$ cat src/rtl/axi_stream_remove_header.sv
// Strips N leading bytes (N latched from a side command) from each AXI Stream packet and
// realigns the remaining bytes MSB-first onto full beats. Define AXIS_REMOVE_HEADER_STATS_EN for packet counters.
module axi_stream_remove_header #(
   parameter int DATA_WD      = 32,
   parameter int DATA_BYTE_WD = DATA_WD / 8,
   parameter int BYTE_CNT_WD  = $clog2(DATA_BYTE_WD)
) (
   input  logic                    clk,
   input  logic                    rst,
   input  logic                    valid_in,
   input  logic [DATA_WD-1:0]      data_in,
   input  logic [DATA_BYTE_WD-1:0] keep_in,
   input  logic                    last_in,
   output logic                    ready_in,
   output logic                    valid_out,
   output logic [DATA_WD-1:0]      data_out,
   output logic [DATA_BYTE_WD-1:0] keep_out,
   output logic                    last_out,
   input  logic                    ready_out,
   input  logic                    valid_remove,
   input  logic [BYTE_CNT_WD-1:0]  byte_remove_cnt,
   output logic                    ready_remove
`ifdef AXIS_REMOVE_HEADER_STATS_EN
   ,
   output logic [15:0]             pkt_out_cnt,
   output logic [15:0]             pkt_drop_cnt
`endif
);

   localparam int CW = BYTE_CNT_WD + 1;
   localparam logic [CW-1:0] W_C = CW'(DATA_BYTE_WD);

   typedef enum logic [1:0] {IDLE, FIRST, STREAM, FLUSH} state_t;

   // Valid/ready: a beat or command transfers on the rising edge where valid and ready are both
   // high; the output register only reloads when it is empty or being drained (out_free).
   state_t                  state, state_nxt;
   logic [BYTE_CNT_WD-1:0]  n_q;
   logic [DATA_WD-1:0]      res_q, res_nxt;
   logic [CW-1:0]           flush_cnt_q, flush_cnt_nxt;
   logic                    out_free, in_fire, cmd_fire;
   logic [CW-1:0]           beat_v, n_ext;
   logic [DATA_WD-1:0]      data_shl, data_top;
   logic                    load_out, last_nxt;
   logic [DATA_WD-1:0]      data_nxt;
   logic [DATA_BYTE_WD-1:0] keep_nxt;

   function automatic logic [CW-1:0] popcount(input logic [DATA_BYTE_WD-1:0] k);
      logic [CW-1:0] c;
      c = '0;
      for (int i = 0; i < DATA_BYTE_WD; i++) c = c + CW'(k[i]);
      return c;
   endfunction

   function automatic logic [DATA_BYTE_WD-1:0] keep_mask(input logic [CW-1:0] cnt);
      logic [DATA_BYTE_WD-1:0] m;
      m = '0;
      for (int i = 0; i < DATA_BYTE_WD; i++) m[DATA_BYTE_WD-1-i] = (CW'(i) < cnt);
      return m;
   endfunction

   assign out_free     = !valid_out || ready_out;
   assign ready_in     = ((state == FIRST) || (state == STREAM)) && out_free;
   assign ready_remove = (state == IDLE);
   assign in_fire      = valid_in && ready_in;
   assign cmd_fire     = valid_remove && ready_remove;
   assign n_ext        = {1'b0, n_q};
   assign beat_v       = popcount(keep_in);
   // Residual is kept left-aligned; the top N bytes of the next beat fill its low N bytes.
   assign data_shl     = data_in << {n_q, 3'b000};
   assign data_top     = data_in >> {W_C - n_ext, 3'b000};

   always_comb begin
      state_nxt     = state;
      res_nxt       = res_q;
      flush_cnt_nxt = flush_cnt_q;
      load_out      = 1'b0;
      data_nxt      = '0;
      keep_nxt      = '0;
      last_nxt      = 1'b0;
      case (state)
         IDLE: if (cmd_fire) state_nxt = FIRST;
         FIRST: if (in_fire) begin
            if (!last_in) begin
               res_nxt   = data_shl;
               state_nxt = STREAM;
            end else begin
               state_nxt = IDLE;
               if (beat_v > n_ext) begin
                  load_out = 1'b1;
                  data_nxt = data_shl;
                  keep_nxt = keep_mask(beat_v - n_ext);
                  last_nxt = 1'b1;
               end
            end
         end
         STREAM: if (in_fire) begin
            load_out = 1'b1;
            data_nxt = res_q | data_top;
            keep_nxt = '1;
            res_nxt  = data_shl;
            if (last_in) begin
               if (beat_v <= n_ext) begin
                  keep_nxt  = keep_mask(W_C - n_ext + beat_v);
                  last_nxt  = 1'b1;
                  state_nxt = IDLE;
               end else begin
                  flush_cnt_nxt = beat_v - n_ext;
                  state_nxt     = FLUSH;
               end
            end
         end
         FLUSH: if (out_free) begin
            load_out  = 1'b1;
            data_nxt  = res_q;
            keep_nxt  = keep_mask(flush_cnt_q);
            last_nxt  = 1'b1;
            state_nxt = IDLE;
         end
         default: state_nxt = IDLE;
      endcase
   end

   always_ff @(posedge clk or posedge rst) begin
      if (rst) begin
         state       <= IDLE;
         n_q         <= '0;
         res_q       <= '0;
         flush_cnt_q <= '0;
      end else begin
         state       <= state_nxt;
         res_q       <= res_nxt;
         flush_cnt_q <= flush_cnt_nxt;
         if (cmd_fire) n_q <= byte_remove_cnt;
      end
   end

   always_ff @(posedge clk or posedge rst) begin
      if (rst) begin
         valid_out <= 1'b0;
         data_out  <= '0;
         keep_out  <= '0;
         last_out  <= 1'b0;
      end else if (load_out) begin
         valid_out <= 1'b1;
         data_out  <= data_nxt;
         keep_out  <= keep_nxt;
         last_out  <= last_nxt;
      end else if (ready_out) begin
         valid_out <= 1'b0;
         last_out  <= 1'b0;
      end
   end

`ifdef AXIS_REMOVE_HEADER_STATS_EN
   logic drop_pkt;
   assign drop_pkt = (state == FIRST) && in_fire && last_in && (beat_v <= n_ext);

   always_ff @(posedge clk or posedge rst) begin
      if (rst) begin
         pkt_out_cnt  <= '0;
         pkt_drop_cnt <= '0;
      end else begin
         if (valid_out && ready_out && last_out && (pkt_out_cnt != 16'hFFFF))
            pkt_out_cnt <= pkt_out_cnt + 16'd1;
         if (drop_pkt && (pkt_drop_cnt != 16'hFFFF))
            pkt_drop_cnt <= pkt_drop_cnt + 16'd1;
      end
   end
`endif

endmodule

$ cat config.mk
export PLATFORM = sky130hd
export DESIGN_NAME = axi_stream_remove_header
export DESIGN_NICKNAME = d
export VERILOG_FILES = /design/src/rtl/axi_stream_remove_header.sv
export SDC_FILE = /design/constraint.sdc
export NUM_CORES = 1
export LEC_CHECK = 0
export BUFFER_PORTS_ARGS = -buffer_cell sky130_fd_sc_hd__buf_2
export CAP_MARGIN = 20
export CELL_PAD_IN_SITES_DETAIL_PLACEMENT = 1
export CELL_PAD_IN_SITES_GLOBAL_PLACEMENT = 1
export CORE_UTILIZATION = 47
export CTS_BUF_LIST = sky130_fd_sc_hd__clkbuf_16
export CTS_CLUSTER_DIAMETER = 80
export DETAILED_ROUTE_END_ITERATION = 16
export GPL_TIMING_DRIVEN = 0
export PLACE_DENSITY = 0.89
export SYNTH_ARGS = -nofsm -noshare
export SYNTH_HDL_FRONTEND = slang
export SYNTH_SLANG_ARGS = --single-unit
$ cat constraint.sdc
create_clock -name clk -period 10 [get_ports clk]
set_clock_uncertainty 0.2 [all_clocks]
set_input_delay 0.5 -clock clk [delete_from_list [all_inputs] [get_ports clk]]
set_output_delay 0.5 -clock clk [all_outputs]
set_load 0.02 [all_outputs]
==> reports/metrics.cfg, run 1 <==
[timing]
holdWs_ps=7.234
slew_violations=0
setup_viol=0
tns_ps=0
timing.final.ws_setup_ps=5945
fmax_ghz=0.2466
hold_viol=0
max_slew_margin_pct=23.06
worstMarginPinSlew_ps=1145
rsz0062_at_grt=false
timing.final.crit_share_pct=40.55
min_period_ps=4055

[global_routing]
antenna_found_initial=0
grt_pass1_wl_um=24910
grt_pass1_vias=4718
grt_max_degree=41
grt_usage_pct=31.45
grt_overflow=0

[final_layout]
layout-drive-gt1-share_pct=32.28
area_growth_pct=18.46
antenna_cells=0
design_area_um2=5700
final_cell_count_no_fill=700
final_net_count=619
fill_cells=1111

[placed_design]
place_ws_ps=5884
io_buffers=83
place_inst=684
dpl.hpwl_um=11320
gp_congestion=0.8996
place_area_um2=5416

[routing]
drtAntennaViolNets=0
drt_wl_total_um=15580
vias_per_cell=6.290
wl_per_cell_um=22.25
drt_pass1_iterations=5
drcViolationCount=0
drt_iter0_drc=274
vias=4403

[floorplan]
num_rows=36
core_um2=9864
die-area_um2=10650
start_util_pct=48.78
die_h_um=103.2
die_w_um=103.2
ios=84

[yosys]
synth_top_cell_by_area=dfrtp_1
synthCells=467
synth_area_per_cell_um2=10.30
ys_ff_latch=77
synth-main-ff-cell=dfrtp_1
synth_area_leaders=dfrtp_1 40%, mux2_2 14%, mux2i_1 6.9%
yosysTopAreaCellShare_pct=40.04
ys_warn_count=0
syn_nets=524
seq_area_frac_synth_pct=40.04
synthArstFlopShare_pct=100.0
synth_enable_flop_cells=0
yosysUniqueCellTypes=46
synth_area_um2=4812

[worst_setup_path]
start_kind=register
critical_path_class=reg2reg
worst_ep_required_time_ps=10020
cp_max_fo=10
cp.arrival_ps=4080
crit_path_end_kind=register

[run_status]
outcome=complete, no violations

[power_and_ir_drop]
power_leakage_nw=2.760
p_per_area_nw_per_um2=330.9
ir_drop_mv=0.1353

[clock_network]
cts_hold_repair.buffers=0
clkTransAtPathRegs_ps=60
cts_buffers=9
clk_path_buf_depth=2
cts_tree=built
post_cts_buffers=0
cts_sinks=77
cts-root-buf=clkbuf_16
cts_max_level=3
post_cts_resized=0
clock_latency_ps=340

[job]
cap_violations=0

[worst_hold_path]
hold_path_class=in2async

metal layers:
layer  share of wire (%)  GRT usage [%]  vias to the layer above  routed length [um]
li1                    -              -                     1918                   -
met1                  40          39.17                     2226                6249
met2                  50          53.23                      212                7793
met3                 6.3          5.578                       47                 982
met4                 3.5          14.73                        0                 549
met5                   0              0                        -                   0
cell families (layout without fill, tap and decap cells):
logic type / count (synthesis) / in the layout / synth area share [%]
flip-flops: 77 / 77 / 40.04
adder cells (fa/ha/maj): 13 / 13 / 4.004
multiplexers: 93 / 93 / 20.90
XOR/XNOR: 3 / 3 / 0.5461
AO/OA/AOI/OAI: 116 / 116 / 18.62
AND/OR/NAND/NOR: 117 / 117 / 11.18
buffers and inverters: 48 / 148 / 4.706
worst paths after layout:
| check | slack, ps | start | depth (start not counted) | endpoint |
|---|---|---|---|---|
| min in group clk | 220 | byte_remove_cnt[1] | 2 | n_q[1] |
| min | 7 | rst | 2 | data_out[22] |
| max in group asynchronous | 9000 | rst | 3 | res_q[11] |
| max reg2reg | 5950 | n_q[0] | 12 | data_out[12] |
| min reg2reg | 290 | res_q[8] | 2 | res_q[8] |
| max | 5950 | n_q[0] | 12 | data_out[12] |
worst max-delay path: stages, from the launching register on:
cell	delay (ps)
dfrtp_1	420
buf_2	290
buf_2	310
clkbuf_1	450
inv_1	90
ha_1	360
buf_2	250
buf_2	340
mux2i_1	340
a2bb2oi_1	210
nor2_1	60
a221o_1	320
mux2_2	280
flip-flops by register name, indices dropped and copies added, names as in the netlist:
name	cells
res_q	32
flush_cnt_q	3
valid_out	1
last_out	1
state	2
n_q	2
keep_out	4
data_out	32
per-stage QoR:
stage	power, mW	utilization (%)
2_1_floorplan	1.243	-
3_3_place_gp	1.491	54.68
3_5_place_dp	1.546	54.91
4_1_cts	1.880	57.79
5_1_grt	1.999	57.79
6_report	1.886	57.79
power by group:
part           total [mW]  switching (mW)  internal (mW)  leakage, nW
Combinational        1.04           0.634          0.407         1.59
Clock               0.318           0.129          0.190        0.145
Sequential          0.528          0.0787          0.449         1.02
cells in the mapped netlist (10+ instances only):
master,number
mux2_2,60
nor2b_1,11
nand2_1,54
o21ai_0,34
dfrtp_1,77
clkbuf_1,14
a211oi_1,17
mux2i_1,33
inv_1,16
buf_2,10
a221o_1,32
nor2_1,24
layout make-up:
cell class / count / area, um^2 / share of cell area, %
Buffer: 31 / 162.7 / 2.853
Clock buffer: 9 / 225.2 / 3.951
Clock inverter: 7 / 58.81 / 1.032
Inverter: 17 / 66.31 / 1.163
Multi-Input combinational cell: 342 / 2659 / 46.64
Sequential cell: 77 / 1927 / 33.80
Tap cell: 133 / 166.4 / 2.919
Timing Repair Buffer: 84 / 435.4 / 7.638
cell usage in the layout (no fill, tap or decap), types with 11 or more instances in the layout:
master    synthesis  final
nor2b_1          11     11
a221o_1          32     32
mux2i_1          33     33
dfrtp_1          77     77
o21ai_0          34     34
buf_2            10     93
clkbuf_1         14     14
nand2_1          54     54
mux2_2           60     60
a211oi_1         17     17
nor2_1           24     24
inv_1            16     17
Power figures use the tool's default switching activity.
==> run 2: changes to the inputs <==
- ABC_AREA: unset -> 1
- CORE_UTILIZATION: 47 -> 41
- PLACE_DENSITY: 0.89 -> 0.85
- clock period: 10 -> 3.95 ns (I/O delays scaled with it)
==> run 2 against run 1 <==
Wire length up 26%; critical path type unchanged; clock power rose to 2.9 times the previous value; setup slack worse by 5200 ps; flip-flop and latch count unchanged; die area up 20%; synthesized cell count up 53%; hold slack worse by 0.57 ps; critical endpoint is now keep_out[1]; power rose to 2.6 times the previous value; cell count up 38%; first-iteration DRC count up 34%; fmax up 28%; critical path depth up 3; largest power group unchanged.
==> reports/metrics.cfg, run 2 <==
[yosys]
synthCells=716
synth_compound_gate_area_share_pct=9.244
synth-simple-area-share_pct=34.78
synthMuxAreaShare_pct=5.561
seq_area_frac_synth_pct=38.06
yosysUniqueCellTypes=30
synth_area_leaders=dfrtp_1 38%, nand2_1 19%, nand3_1 9.4%
ys_warn_count=0
post-synth-top-count-cell=nand2_1
synth_area_per_cell_um2=7.070
synth_fa_ha_area_share_pct=3.806
synth_area_um2=5062
synth_top_cell_by_area=dfrtp_1
synthArstFlopShare_pct=100.0
synth_enable_flop_cells=0
synth_common_cells=253 x nand2_1, 95 x nand3_1, 77 x dfrtp_1, 51 x inv_1, 50 x o21ai_0
ys_ff_latch=77
synth_xor_xnor_area_share_pct=0
yosysTopAreaCellShare_pct=38.06
syn_nets=773
synth-main-ff-cell=dfrtp_1
synth_top_family_by_area=simple AND/OR/NAND/NOR gates

[routing]
drcViolationCount=0
met3WireLength_um=1156
vias_per_cell=5.681
drt_pass1_iterations=4
top_layer=met4
wl_per_cell_um=20.36
drt_iter0_drc=366
drtAntennaViolNets=0
vias=5494
dr_wl_met2_um=9325
wl_met1_um=8313
drt_wl_total_um=19690

[worst_setup_path]
crit_family=buffers and inverters
crit_buf_inv=4
cp_max_fo=11
cp.arrival_ps=3200
crit_path_end_kind=register
critical_path_class=reg2reg
crit_path_max_incr_delay_ps=460
worstPathCellList=clkbuf_2 -> inv_1 -> buf_2 -> ha_1 -> fa_1 -> inv_1 -> nand2_1 -> nand2_1 -> nand2_1 -> nand2_1 -> nand3_1 -> nand2_1 -> nand3_1 -> nor2_1 -> nor2_1
worst_ep_required_time_ps=3990
crit_top_cell=nand2_1
start_kind=register
slowest_stage=fa_1

[final_layout]
postLayoutCoreUtil_pct=50.34
layout-drive-gt1-share_pct=20.73
fill_cells=1588
top_regs=data_out: 32 flops, res_q: 32 flops, keep_out: 4 flops
final_cell_count_no_fill=967
multiInputGateArea_um2=2703
antenna_cells=0
final_cell_mix=253 x nand2_1, 103 x buf_2, 95 x nand3_1
final_net_count=872
regArea_um2=1927
area_growth_pct=19.45
mostFrequentLayoutCell=nand2_1

[timing]
slew_violations=0
hold_viol=0
rsz0062_at_grt=false
timing.final.ws_setup_ps=794.5
max_slew_margin_pct=48.89
worstMarginPinSlew_ps=766.6
setup_viol=0
tns_ps=0
timing.final.crit_share_pct=79.89
fmax_ghz=0.3169
min_period_ps=3156

[job]
cap_violations=0

[floorplan]
die_w_um=113.1
ios=84
die_h_um=113.1
num_rows=40
start_util_pct=42.15
die-area_um2=12800
core_um2=12010

[worst_hold_path]
hold_path_class=in2reg

[global_routing]
grt_pass1_vias=5752
antenna_found_initial=0
grt_usage_pct=32.17
grt_pass1_wl_um=30700
grt_overflow=0
grt_max_degree=54

[power_and_ir_drop]
p_per_area_nw_per_um2=817.6
ir_drop_mv=0.2744
power_leakage_nw=3.344

[clock_network]
cts_tree=built
cts_buffers=9
cts_max_level=3
clkTransAtPathRegs_ps=60
clk_path_buf_depth=2
cts_sinks=77
clock_latency_ps=360
cts-root-buf=clkbuf_16

[placed_design]
place_inst=947
io_buffers=83
dpl.hpwl_um=14560
gp_congestion=0.9703
place_ws_ps=645.3

[run_status]
outcome=complete, no violations

[run 2: cell types whose count changed after synthesis, sizes merged, moves of 17 or more]
cell    before  now
nand2       54  257
nand3        3   96
inv         17   57
mux2        60   25
mux2i       33    0
a221o       32    0
o21ai       34   56
nor2        24   45
a21oi        2   22
a211oi      17    0
[run 2: cell families after synthesis]
| logic type | Yosys count |
|---|---|
| flops | 77 |
| fa+ha+maj | 13 |
| buf+inv | 97 |
| simple gates | 416 |
| mux | 25 |
| compound gates | 88 |
[run 2: worst paths after layout]
check	startpoint	endpoint	slack, ps	cells past startpoint
max	n_q[1]	keep_out[1]	790	15
min	valid_remove	n_q[0]	7	3
max reg2reg	n_q[1]	keep_out[1]	790	15
min reg2reg	data_out[22]	data_out[22]	270	2
max in group asynchronous	rst	res_q[19]	2800	4
min in group asynchronous	rst	data_out[15]	160	3
[run 2: layout make-up]
type	instances	area share [%]
inverters	58	3.642
clock inverters	7	1.490
multi-input cells	542	44.69
plain buffers	39	3.559
repair buffers	88	7.987
well taps	147	3.042
flip-flops and latches	77	31.86
clock buffers	9	3.724
[run 2: where the power goes]
group | leakage, nW | switching [mW] | internal, mW
logic | 2.20 | 1.92 | 0.824
clock network | 0.157 | 0.366 | 0.551
registers | 0.987 | 0.174 | 1.11
total | 3.34 | 2.46 | 2.48
[run 2: per-stage QoR]
stage	total power, mW	area, um^2	hold slack (ps)
detailed placement	3.970	5692	-1.195
global placement	3.835	5662	254.0
CTS	4.897	6047	11.93
floorplan	3.025	5062	156.2
finish	4.944	6047	6.660
global route	5.226	6047	35.11
[run 2: metal layers]
layer | vias to the layer above | track usage, %
li1 | 2505 | -
met1 | 2726 | 41.14
met2 | 209 | 52.80
met3 | 54 | 4.339
met4 | 0 | 17.72
met5 | - | 0
[run 2: worst reg2reg max path: stages, from the launching register on]
cell and delay, ps:
dfrtp_1 410, clkbuf_2 200, inv_1 240, buf_2 330, ha_1 360, fa_1 460
inv_1 70, nand2_1 80, nand2_1 70, nand2_1 60, nand2_1 100, nand3_1 80
nand2_1 110, nand3_1 120, nor2_1 120, nor2_1 50
[run 2: repair_timing]
item,4_1_cts,5_1_grt
hold buffers,4,0
resized for setup,0,0
endpoints found under the hold margin,66,0
setup buffers,0,0
==> run 3: changes to the inputs <==
- clock period: 3.95 -> 2.93 ns (I/O delays scaled with it)
==> run 3 against run 2 <==
Clock power grew 34%; critical path depth grew 1; register-to-register slack lost 620 ps; sequential share of layout area shrank 0.45 points; cell count grew 0.62%; setup slack lost 660 ps; first-iteration DRC count shrank 17%; flip-flop and latch count is the same; non-clock buffer count grew 6.
==> reports/metrics.cfg, run 3 (same netlist as run 2, synthesis figures left out) <==
[routing]
drcViolationCount=0
drt_wl_total_um=19800
vias=5518
vias_per_cell=5.671
drtAntennaViolNets=0
drt_iter0_drc=304
drt_pass1_iterations=5
wl_per_cell_um=20.35

[power_and_ir_drop]
ir_drop_mv=0.3545
power_leakage_nw=3.373
p_per_area_nw_per_um2=1108

[timing]
min_period_ps=2791
holdWs_ps=15.88
hold_viol=0
worstMarginPinSlew_ps=773.7
fmax_ghz=0.3582
slew_violations=0
max_slew_margin_pct=48.42
setup_viol=0
timing.final.crit_share_pct=95.27

[worst_setup_path]
crit_path_end_kind=register
crit_buf_inv=6
cp_max_fo=10
critical_path_class=in2reg
worstPathCellList=buf_2 -> inv_1 -> fa_1 -> inv_1 -> ha_1 -> inv_1 -> fa_1 -> nor2_2 -> nand2_1 -> a21oi_4 -> buf_4 -> buf_4 -> nand3_1 -> nand3_1 -> nand2_1 -> nand2_1
rr_endpoint=data_out[24]
start_kind=input pin
regToRegSetupSlack_ps=170
r2r_cells=10
timing.rr.start=n_q[1]
cp.arrival_ps=2880
crit_path_max_incr_delay_ps=530
crit_family=adder cells
slowest_stage=fa_1
startpoint=keep_in[0]
worst_ep_required_time_ps=3020

[final_layout]
antenna_cells=0
mostFrequentLayoutCell=nand2_1
layout-drive-gt1-share_pct=21.43
final_net_count=878
final_cell_mix=252 x nand2_1, 101 x buf_2, 94 x nand3_1
multiInputGateArea_um2=2715
top_regs=data_out: 32 flops, res_q: 32 flops, keep_out: 4 flops
fill_cells=1582
regArea_um2=1927
area_growth_pct=21.18
final_cell_count_no_fill=973
postLayoutCoreUtil_pct=51.07

[placed_design]
dpl.hpwl_um=14560
place_inst=947
gp_congestion=0.9703
io_buffers=83

[global_routing]
grt_overflow=0
antenna_found_initial=0
grt_pass1_wl_um=30810
grt_usage_pct=32.29
grt_pass1_vias=5761
grt_max_degree=54

[clock_network]
cts_tree=built
cts_max_level=3
cts_sinks=77
clkTransAtPathRegs_ps=60
cts-root-buf=clkbuf_16
cts_buffers=9
clk_path_buf_depth=2
clock_latency_ps=350

[worst_hold_path]
holdPathStages=5
hp-start=last_in
hold_path_class=in2reg
hold-path-endpoint=last_out

[floorplan]
ios=84
die_w_um=113.1
core_um2=12010
die-area_um2=12800
num_rows=40
start_util_pct=42.15
die_h_um=113.1

[job]
cap_violations=0

[run_status]
outcome=complete, no violations

-- run 3: worst max path at each step --
stage,endpoint,slack (ps),cells after the start
floorplan,data_out[0],260,15
global placement,data_out[0],-410,2
detailed placement,data_out[7],-320,16
CTS,keep_out[1],40,15
global route,data_out[3],-4,16
finish,data_out[3],140,16
-- run 3: per-stage QoR --
stage	power [mW]	TNS (ps)	worst slack, ps	cell area (um^2)
after CTS	6.633	0	36.85	6088
after detailed placement	5.352	-9016	-323.7	5692
after global routing	7.170	-3.634	-3.634	6135
after floorplan	4.078	0	263.5	5062
final	6.798	0	138.6	6135
after global placement	5.171	-36010	-408.3	5662
-- run 3: power by group --
group	switching (mW)	total [mW]	internal [mW]	leakage [nW]
Clock	0.491	1.23	0.744	0.157
Sequential	0.235	1.73	1.49	0.987
Combinational	2.63	3.84	1.20	2.23
-- run 3: repair_timing --
action,CTS,global route
hold buffers,8,0
pin swaps,0,1
endpoints found under the setup margin,10,32
endpoints found under the hold margin,81,0
resized for setup,3,11
buffers inserted,0,3
cloned,0,0
-- run 3: area by class of cell --
cell class                      instances  share of cell area (%)
Multi-Input combinational cell        542                   44.26
Buffer                                 38                   3.630
Tap cell                              147                   2.998
Inverter                               58                   3.671
Clock inverter                          7                   1.468
Clock buffer                            9                   3.671
Timing Repair Buffer                   95                   8.893
Sequential cell                        77                   31.41
-- run 3: metal layers --
| metal | part of all wire (%) | GRT usage, % | vias to the layer above |
|---|---|---|---|
| li1 | - | - | 2514 |
| met1 | 42 | 41.07 | 2733 |
| met2 | 48 | 53.17 | 220 |
| met3 | 5.6 | 4.446 | 51 |
| met4 | 4.2 | 17.81 | 0 |
| met5 | 0 | 0 | - |
-- run 3: worst reg2reg max path, delay by kind of cell, from the launching register on --
family                   cells  cell delay, ps
flip-flops                   1             390
AND/OR/NAND/NOR              4             530
buffers and inverters        5            1130
adder cells (fa/ha/maj)      1             400
